## config.mk

```make
export PLATFORM = sky130hd
export DESIGN_NAME = fma_exp_align
export DESIGN_NICKNAME = d
export VERILOG_FILES = /design/src/rtl/fma_exp_align.sv
export SDC_FILE = /design/constraint.sdc
export NUM_CORES = 1
export LEC_CHECK = 0
export ABC_AREA = 1
export CAP_MARGIN = 20
export CORE_MARGIN = 10
export CORE_UTILIZATION = 47
export CTS_BUF_LIST = sky130_fd_sc_hd__clkbuf_2 sky130_fd_sc_hd__clkbuf_4 sky130_fd_sc_hd__clkbuf_8
export CTS_CLUSTER_DIAMETER = 30
export CTS_CLUSTER_SIZE = 14
export DETAILED_ROUTE_END_ITERATION = 8
export DONT_BUFFER_PORTS = 1
export SYNTH_ARGS = -nofsm -noshare
export SYNTH_HDL_FRONTEND = slang
export SYNTH_SLANG_ARGS = --single-unit
```

## constraint.sdc

```tcl
create_clock -name clk -period 7.46 [get_ports clk]
set_input_delay 0.746 -clock clk [delete_from_list [all_inputs] [get_ports clk]]
set_output_delay 0.746 -clock clk [all_outputs]
set_load 0.03 [all_outputs]
```

## src/rtl/fma_exp_align.sv

```systemverilog
// FMA exponent/alignment stage: product sign/exponent, C alignment with sticky, special-case flags.
// Define FMA_ALIGN_PIPE2_EN for a registered S2 (latency 2); by default S2 is combinational (latency 1).
module fma_exp_align #(
  parameter int EXP_WIDTH = 8,
  parameter int SIG_WIDTH = 23,
  parameter int BIAS      = 127,
  parameter int ALIGN_W   = 3*SIG_WIDTH+5
) (
  input  logic                 clk,
  input  logic                 rst_n,
  input  logic                 in_valid,
  output logic                 in_ready,
  input  logic                 aSign,
  input  logic                 bSign,
  input  logic                 cSign,
  input  logic [EXP_WIDTH-1:0] aExp,
  input  logic [EXP_WIDTH-1:0] bExp,
  input  logic [EXP_WIDTH-1:0] cExp,
  input  logic [SIG_WIDTH:0]   aSig,
  input  logic [SIG_WIDTH:0]   bSig,
  input  logic [SIG_WIDTH:0]   cSig,
  input  logic                 aIsSubnormal,
  input  logic                 bIsSubnormal,
  input  logic                 cIsSubnormal,
  output logic                 out_valid,
  input  logic                 out_ready,
  output logic                 pSign,
  output logic                 effSub,
  output logic [SIG_WIDTH:0]   aSigOut,
  output logic [SIG_WIDTH:0]   bSigOut,
  output logic [ALIGN_W-1:0]   cAligned,
  output logic                 cSticky,
  output logic                 prodSticky,
  output logic [EXP_WIDTH+1:0] resExp,
  output logic                 isNaN,
  output logic                 isInf,
  output logic                 isInvalid,
  output logic                 infSign
);
  localparam int EW   = EXP_WIDTH + 2;
  localparam int SW   = SIG_WIDTH + 1;
  localparam int SHW  = EXP_WIDTH + 3;
  localparam int WIDE = 2 * ALIGN_W;

  typedef struct packed {
    logic                 pSign;
    logic                 cSign;
    logic                 effSub;
    logic [EW-1:0]        prodExp;
    logic [EXP_WIDTH-1:0] eC;
    logic [SW-1:0]        aSig;
    logic [SW-1:0]        bSig;
    logic [SW-1:0]        cSig;
    logic                 aZero;
    logic                 bZero;
    logic                 aInf;
    logic                 bInf;
    logic                 cInf;
    logic                 anyNaN;
  } s1_t;

  typedef struct packed {
    logic               pSign;
    logic               effSub;
    logic [SW-1:0]      aSig;
    logic [SW-1:0]      bSig;
    logic [ALIGN_W-1:0] cAligned;
    logic               cSticky;
    logic               prodSticky;
    logic [EW-1:0]      resExp;
    logic               isNaN;
    logic               isInf;
    logic               isInvalid;
    logic               infSign;
  } res_t;

  function automatic logic [EXP_WIDTH-1:0] eff_exp(input logic [EXP_WIDTH-1:0] e);
    return (e == '0) ? EXP_WIDTH'(1) : e;
  endfunction

  function automatic logic is_zero(input logic [EXP_WIDTH-1:0] e, input logic [SW-1:0] s);
    return (e == '0) && (s[SIG_WIDTH-1:0] == '0);
  endfunction

  function automatic logic is_inf(input logic [EXP_WIDTH-1:0] e, input logic [SW-1:0] s);
    return (&e) && (s[SIG_WIDTH-1:0] == '0);
  endfunction

  function automatic logic is_nan(input logic [EXP_WIDTH-1:0] e, input logic [SW-1:0] s);
    return (&e) && (s[SIG_WIDTH-1:0] != '0);
  endfunction

  // Subnormal flags are implied by a zero exponent field, so they carry no extra information here.
  logic unused_subnormal;
  assign unused_subnormal = aIsSubnormal ^ bIsSubnormal ^ cIsSubnormal;

  s1_t  s1_d, s1_q;
  logic s1_vld_q, s1_load;
  res_t s2_d, res;

  // ---- S1: product sign/exponent and per-operand classification ----
  always_comb begin
    s1_d         = '0;
    s1_d.pSign   = aSign ^ bSign;
    s1_d.cSign   = cSign;
    s1_d.effSub  = aSign ^ bSign ^ cSign;
    s1_d.prodExp = {2'b00, eff_exp(aExp)} + {2'b00, eff_exp(bExp)} - EW'(BIAS);
    s1_d.eC      = eff_exp(cExp);
    s1_d.aSig    = aSig;
    s1_d.bSig    = bSig;
    s1_d.cSig    = cSig;
    s1_d.aZero   = is_zero(aExp, aSig);
    s1_d.bZero   = is_zero(bExp, bSig);
    s1_d.aInf    = is_inf(aExp, aSig);
    s1_d.bInf    = is_inf(bExp, bSig);
    s1_d.cInf    = is_inf(cExp, cSig);
    s1_d.anyNaN  = is_nan(aExp, aSig) | is_nan(bExp, bSig) | is_nan(cExp, cSig);
  end

  always_ff @(posedge clk or negedge rst_n) begin
    if (!rst_n) begin
      s1_vld_q <= 1'b0;
      s1_q     <= '0;
    end else if (s1_load) begin
      s1_vld_q <= in_valid;
      if (in_valid) s1_q <= s1_d;
    end
  end

  // ---- S2: alignment shift of C and special-case resolution ----
  logic signed [SHW-1:0] sh_raw;
  logic [WIDE-1:0]       c_wide, c_shift;
  logic                  prod_inf, invalid;

  always_comb begin
    s2_d       = '0;
    sh_raw     = $signed({s1_q.prodExp[EW-1], s1_q.prodExp}) - $signed({3'b000, s1_q.eC})
                 + SHW'(SIG_WIDTH + 3);
    c_wide     = {s1_q.cSig, {(WIDE-SW){1'b0}}};
    c_shift    = c_wide >> sh_raw;
    prod_inf   = s1_q.aInf | s1_q.bInf;
    invalid    = (s1_q.aInf & s1_q.bZero) | (s1_q.bInf & s1_q.aZero)
                 | (prod_inf & s1_q.cInf & s1_q.effSub);
    s2_d.pSign = s1_q.pSign;
    s2_d.effSub = s1_q.effSub;
    s2_d.aSig  = s1_q.aSig;
    s2_d.bSig  = s1_q.bSig;
    if (sh_raw[SHW-1] || sh_raw == '0) begin
      // C dominates: it stays unshifted and the whole product folds into a sticky bit.
      s2_d.cAligned   = c_wide[WIDE-1 -: ALIGN_W];
      s2_d.prodSticky = 1'b1;
      s2_d.resExp     = {2'b00, s1_q.eC};
    end else begin
      s2_d.resExp = s1_q.prodExp + EW'(SIG_WIDTH + 3);
      if (sh_raw >= SHW'(ALIGN_W)) begin
        s2_d.cSticky = |s1_q.cSig;
      end else begin
        s2_d.cAligned = c_shift[WIDE-1 -: ALIGN_W];
        s2_d.cSticky  = |c_shift[ALIGN_W-1:0];
      end
    end
    s2_d.isInvalid = invalid;
    s2_d.isNaN     = s1_q.anyNaN | invalid;
    s2_d.isInf     = !(s1_q.anyNaN | invalid) & (prod_inf | s1_q.cInf);
    s2_d.infSign   = prod_inf ? s1_q.pSign : s1_q.cSign;
  end

`ifdef FMA_ALIGN_PIPE2_EN
  res_t s2_q;
  logic s2_vld_q, s2_load;

  assign s2_load = !s2_vld_q || out_ready;
  assign s1_load = !s1_vld_q || s2_load;

  always_ff @(posedge clk or negedge rst_n) begin
    if (!rst_n) begin
      s2_vld_q <= 1'b0;
      s2_q     <= '0;
    end else if (s2_load) begin
      s2_vld_q <= s1_vld_q;
      if (s1_vld_q) s2_q <= s2_d;
    end
  end

  assign out_valid = s2_vld_q;
  assign res       = s2_q;
`else
  assign s1_load   = !s1_vld_q || out_ready;
  assign out_valid = s1_vld_q;
  assign res       = s1_vld_q ? s2_d : '0;
`endif

  assign in_ready   = s1_load;
  assign pSign      = res.pSign;
  assign effSub     = res.effSub;
  assign aSigOut    = res.aSig;
  assign bSigOut    = res.bSig;
  assign cAligned   = res.cAligned;
  assign cSticky    = res.cSticky;
  assign prodSticky = res.prodSticky;
  assign resExp     = res.resExp;
  assign isNaN      = res.isNaN;
  assign isInf      = res.isInf;
  assign isInvalid  = res.isInvalid;
  assign infSign    = res.infSign;
endmodule

```

==> flow_summary.yaml <==
logic_synthesis:
  synth_cell_types: 40
  synth_edf_count: 0
  synth_flop_cell: "dfrtp_1"
  yosysTopAreaCell: "dfrtp_1"
  ys_seq_area_share_pct: 27.5
  synth-seq-cells: 100
  async_flop_share_pct: 100
  ys_top_cells_by_area: "dfrtp_1, nand2_1, nand3_1"
  yosysWarnings: 0
  synth_top_area_share_pct: 27.5
  synth_area_per_cell_um2: 6.02
  syn-cell-area_um2: 9090
  syn_nets: 1651
  synth_cells: 1510
route:
  dr_total_vias: 9650
  vias_per_cell: 5.57
  post_drt_wl_per_cell_um: 19.0
  post-route-drc-count: 0
  wirelength_mm: 32.9
  ant_nets: 0
  first_pass_iters: 6
  first_iter_violations: 878
setup_path:
  end_kind: "output port"
  cp_data_arrival_time_ns: 5.64
  r2r_start: "out_valid"
  critPathSlowestCell: "o22ai_1"
  cp_top_family: "buffers and inverters"
  cp.required_ns: 6.71
  path_cells: "inv_1 -> ha_1 -> inv_1 -> ha_1 -> inv_1 -> fa_1 -> inv_2 -> nand2_1 -> nand2_1 -> nand2_1 -> xnor2_1 -> buf_4 -> nor2_2 -> buf_4 -> inv_2 -> nor2_1 -> nand3_1 -> nand2_1 -> inv_1 -> nor2_2 -> inv_1 -> o22ai_1"
  crit_top_cell: "inv_1"
  startpoint_type: "flop"
  crit_type: "reg -> out"
  crit_start: "s1_q[87]"
  slowest_delay_ns: 0.86
  critPathMaxFanout: 25
  critical_path_buf_inv_count: 9
cts:
  cts_setup_buffers: 0
  cts_buffers: 9
  cts_root_buffer: "clkbuf_8"
  cts_tree: "done"
  hold_buffers: 0
  path_clk_slew_ns: 0.11
  cts.sinks: 100
  clkLatencyLatePin_ns: 0.38
  cts.repair.resized: 0
  clk_path_buf_depth: 2
  h-tree-depth: 3
floorplanning:
  die_x_um: 159
  fp.dieH_um: 159
  core-area_um2: 18900
  fp-row-count: 50
  die_area_um2: 25300
  pin_count: 248
  start_util_pct: 48.1
power:
  ir_worst_vdd_mv: 0.255
  fin_total_pwr_mw: 5.30
  cellPowerDensity_nw_per_um2: 554
  power_leakage_nw: 5.15
placed_design:
  dp_cells: 1715
  hpwl_mm: 25.9
  port_buffers: 0
  gp_congestion: 0.985
sta:
  max_freq_mhz: 157
  drv_slew: 0
  rsz0062_at_grt: "false"
  fin_crit_ns: 6.38
  finalCritPeriodShare_pct: 85.6
  finalSetupViolations: 0
  relSlewSlack_pct: 23.6
  setup_tns_ns: 0
  skew_ns: 0.0145
  worst_slew_pin_slew_ns: 1.14
  finalHoldViolCount: 0
final_layout:
  multi_input_area_um2: 5430
  seq_area_um2: 2500
  fillers: 2088
  final_cells: 1731
  most-common-layout-cells: "nand2_1, nand3_1, inv_1, nor2_1, dfrtp_1"
  nNetsFinal: 1607
  syn2layout_area_growth_pct: 5.13
  antennaDiodeCount: 0
  final_common_cell: "nand2_1"
  layout-drive-gt1-share_pct: 5.57
  post-route-util_pct: 50.6
grt:
  grt_overflow: 0
  globalRouteMet3Util_pct: 7.51
  grt_pass1_wl_mm: 51.5
  grt_pass1_vias: 9303
  track_usage_pct: 25.0
  antenna_found_initial: 0
  met2_usage_pct: 40.8
  grt_max_degree: 101
  grtUsageMet1_pct: 30.9
  busiest_layer: "met2"
run_status:
  outcome: "complete, no violations"
worst_hold_path:
  hold_class: "in -> async"
job:
  cap_violations: 0
-- metal layers --
metal,vias up,part of all wire (%)
met5,-,0
met4,0,2.7
met3,62,9.2
met2,380,47
met1,4380,41
li1,4828,-
-- sequential cells by signal, indices dropped and copies added (netlist names) --
signal,flops
out_valid,1
s1_q,75
c_wide,24
-- path summary, 6_finish.rpt --
check | end | slack [ns] | depth (start not counted)
worst max-delay path | cAligned[62] | 1.08 | 22
worst min-delay path | s1_q[34] | 0.04 | 0
worst max register to register | s1_q[96] | 3.65 | 8
worst min register to register | s1_q[41] | 0.49 | 2
max in group asynchronous | s1_q[78] | 7.25 | 0
min in group clk | s1_q[58] | 0.45 | 2
-- power breakdown --
group / leakage [nW] / internal [mW] / switching, mW
Sequential: 1.23 / 0.616 / 0.0760
Clock: 0.106 / 0.137 / 0.225
Combinational: 3.81 / 1.11 / 3.13
Total: 5.15 / 1.87 / 3.43
-- per-stage QoR --
step | cell area (um^2) | hold WS (ns) | worst slack (ns)
global placement | 9340 | 0.454 | 1.58
global route | 9560 | 0.000674 | 0.655
CTS | 9560 | 0.0134 | 1.11
detailed placement | 9340 | 0.454 | 1.56
floorplan | 9090 | 0.449 | 2.80
finish | 9560 | 0.0368 | 1.08
-- worst reg2reg max path, cell delays in order, from the launching register on --
cell and delay, ns:
dfrtp_2 1.09, inv_1 0.38, or2_2 0.50, nand2_4 0.50, inv_2 0.58, nand2_1 0.28, o21ai_0 0.11, o21ai_0 0.11
o21ai_0 0.11
-- kinds of logic after synthesis --
family,Yosys count,synth area share (%)
adder cells (fa/ha/maj),35,4.98
XOR/XNOR,16,1.71
AND/OR/NAND/NOR,883,42.6
buffers and inverters,305,13.0
flip-flops,100,27.5
AO/OA/AOI/OAI,171,10.2
-- area by class of cell --
type	count	share of cell area, %
multi-input combinational	1105	56.8
tap	260	3.40
inverter	212	8.33
clock inverter	7	0.956
clock buffer	9	1.30
sequential	100	26.2
timing repair buffer	38	2.98
-- synth_stat cells, types with 3 or more instances --
cell type	count
nand2_1	443
nand3_1	219
inv_1	195
nor2_1	109
dfrtp_1	100
o21ai_0	94
nand4_1	74
clkbuf_1	66
ha_1	33
a21oi_1	26
o22ai_1	20
nor4_1	17
o21ai_1	15
buf_1	14
inv_2	13
buf_2	9
nor3_1	9
xor2_1	9
xnor2_1	5
a211oi_1	4
clkinv_1	4
o31ai_1	3
or2_1	3
Note: power is estimated with default switching activity, not from simulation.
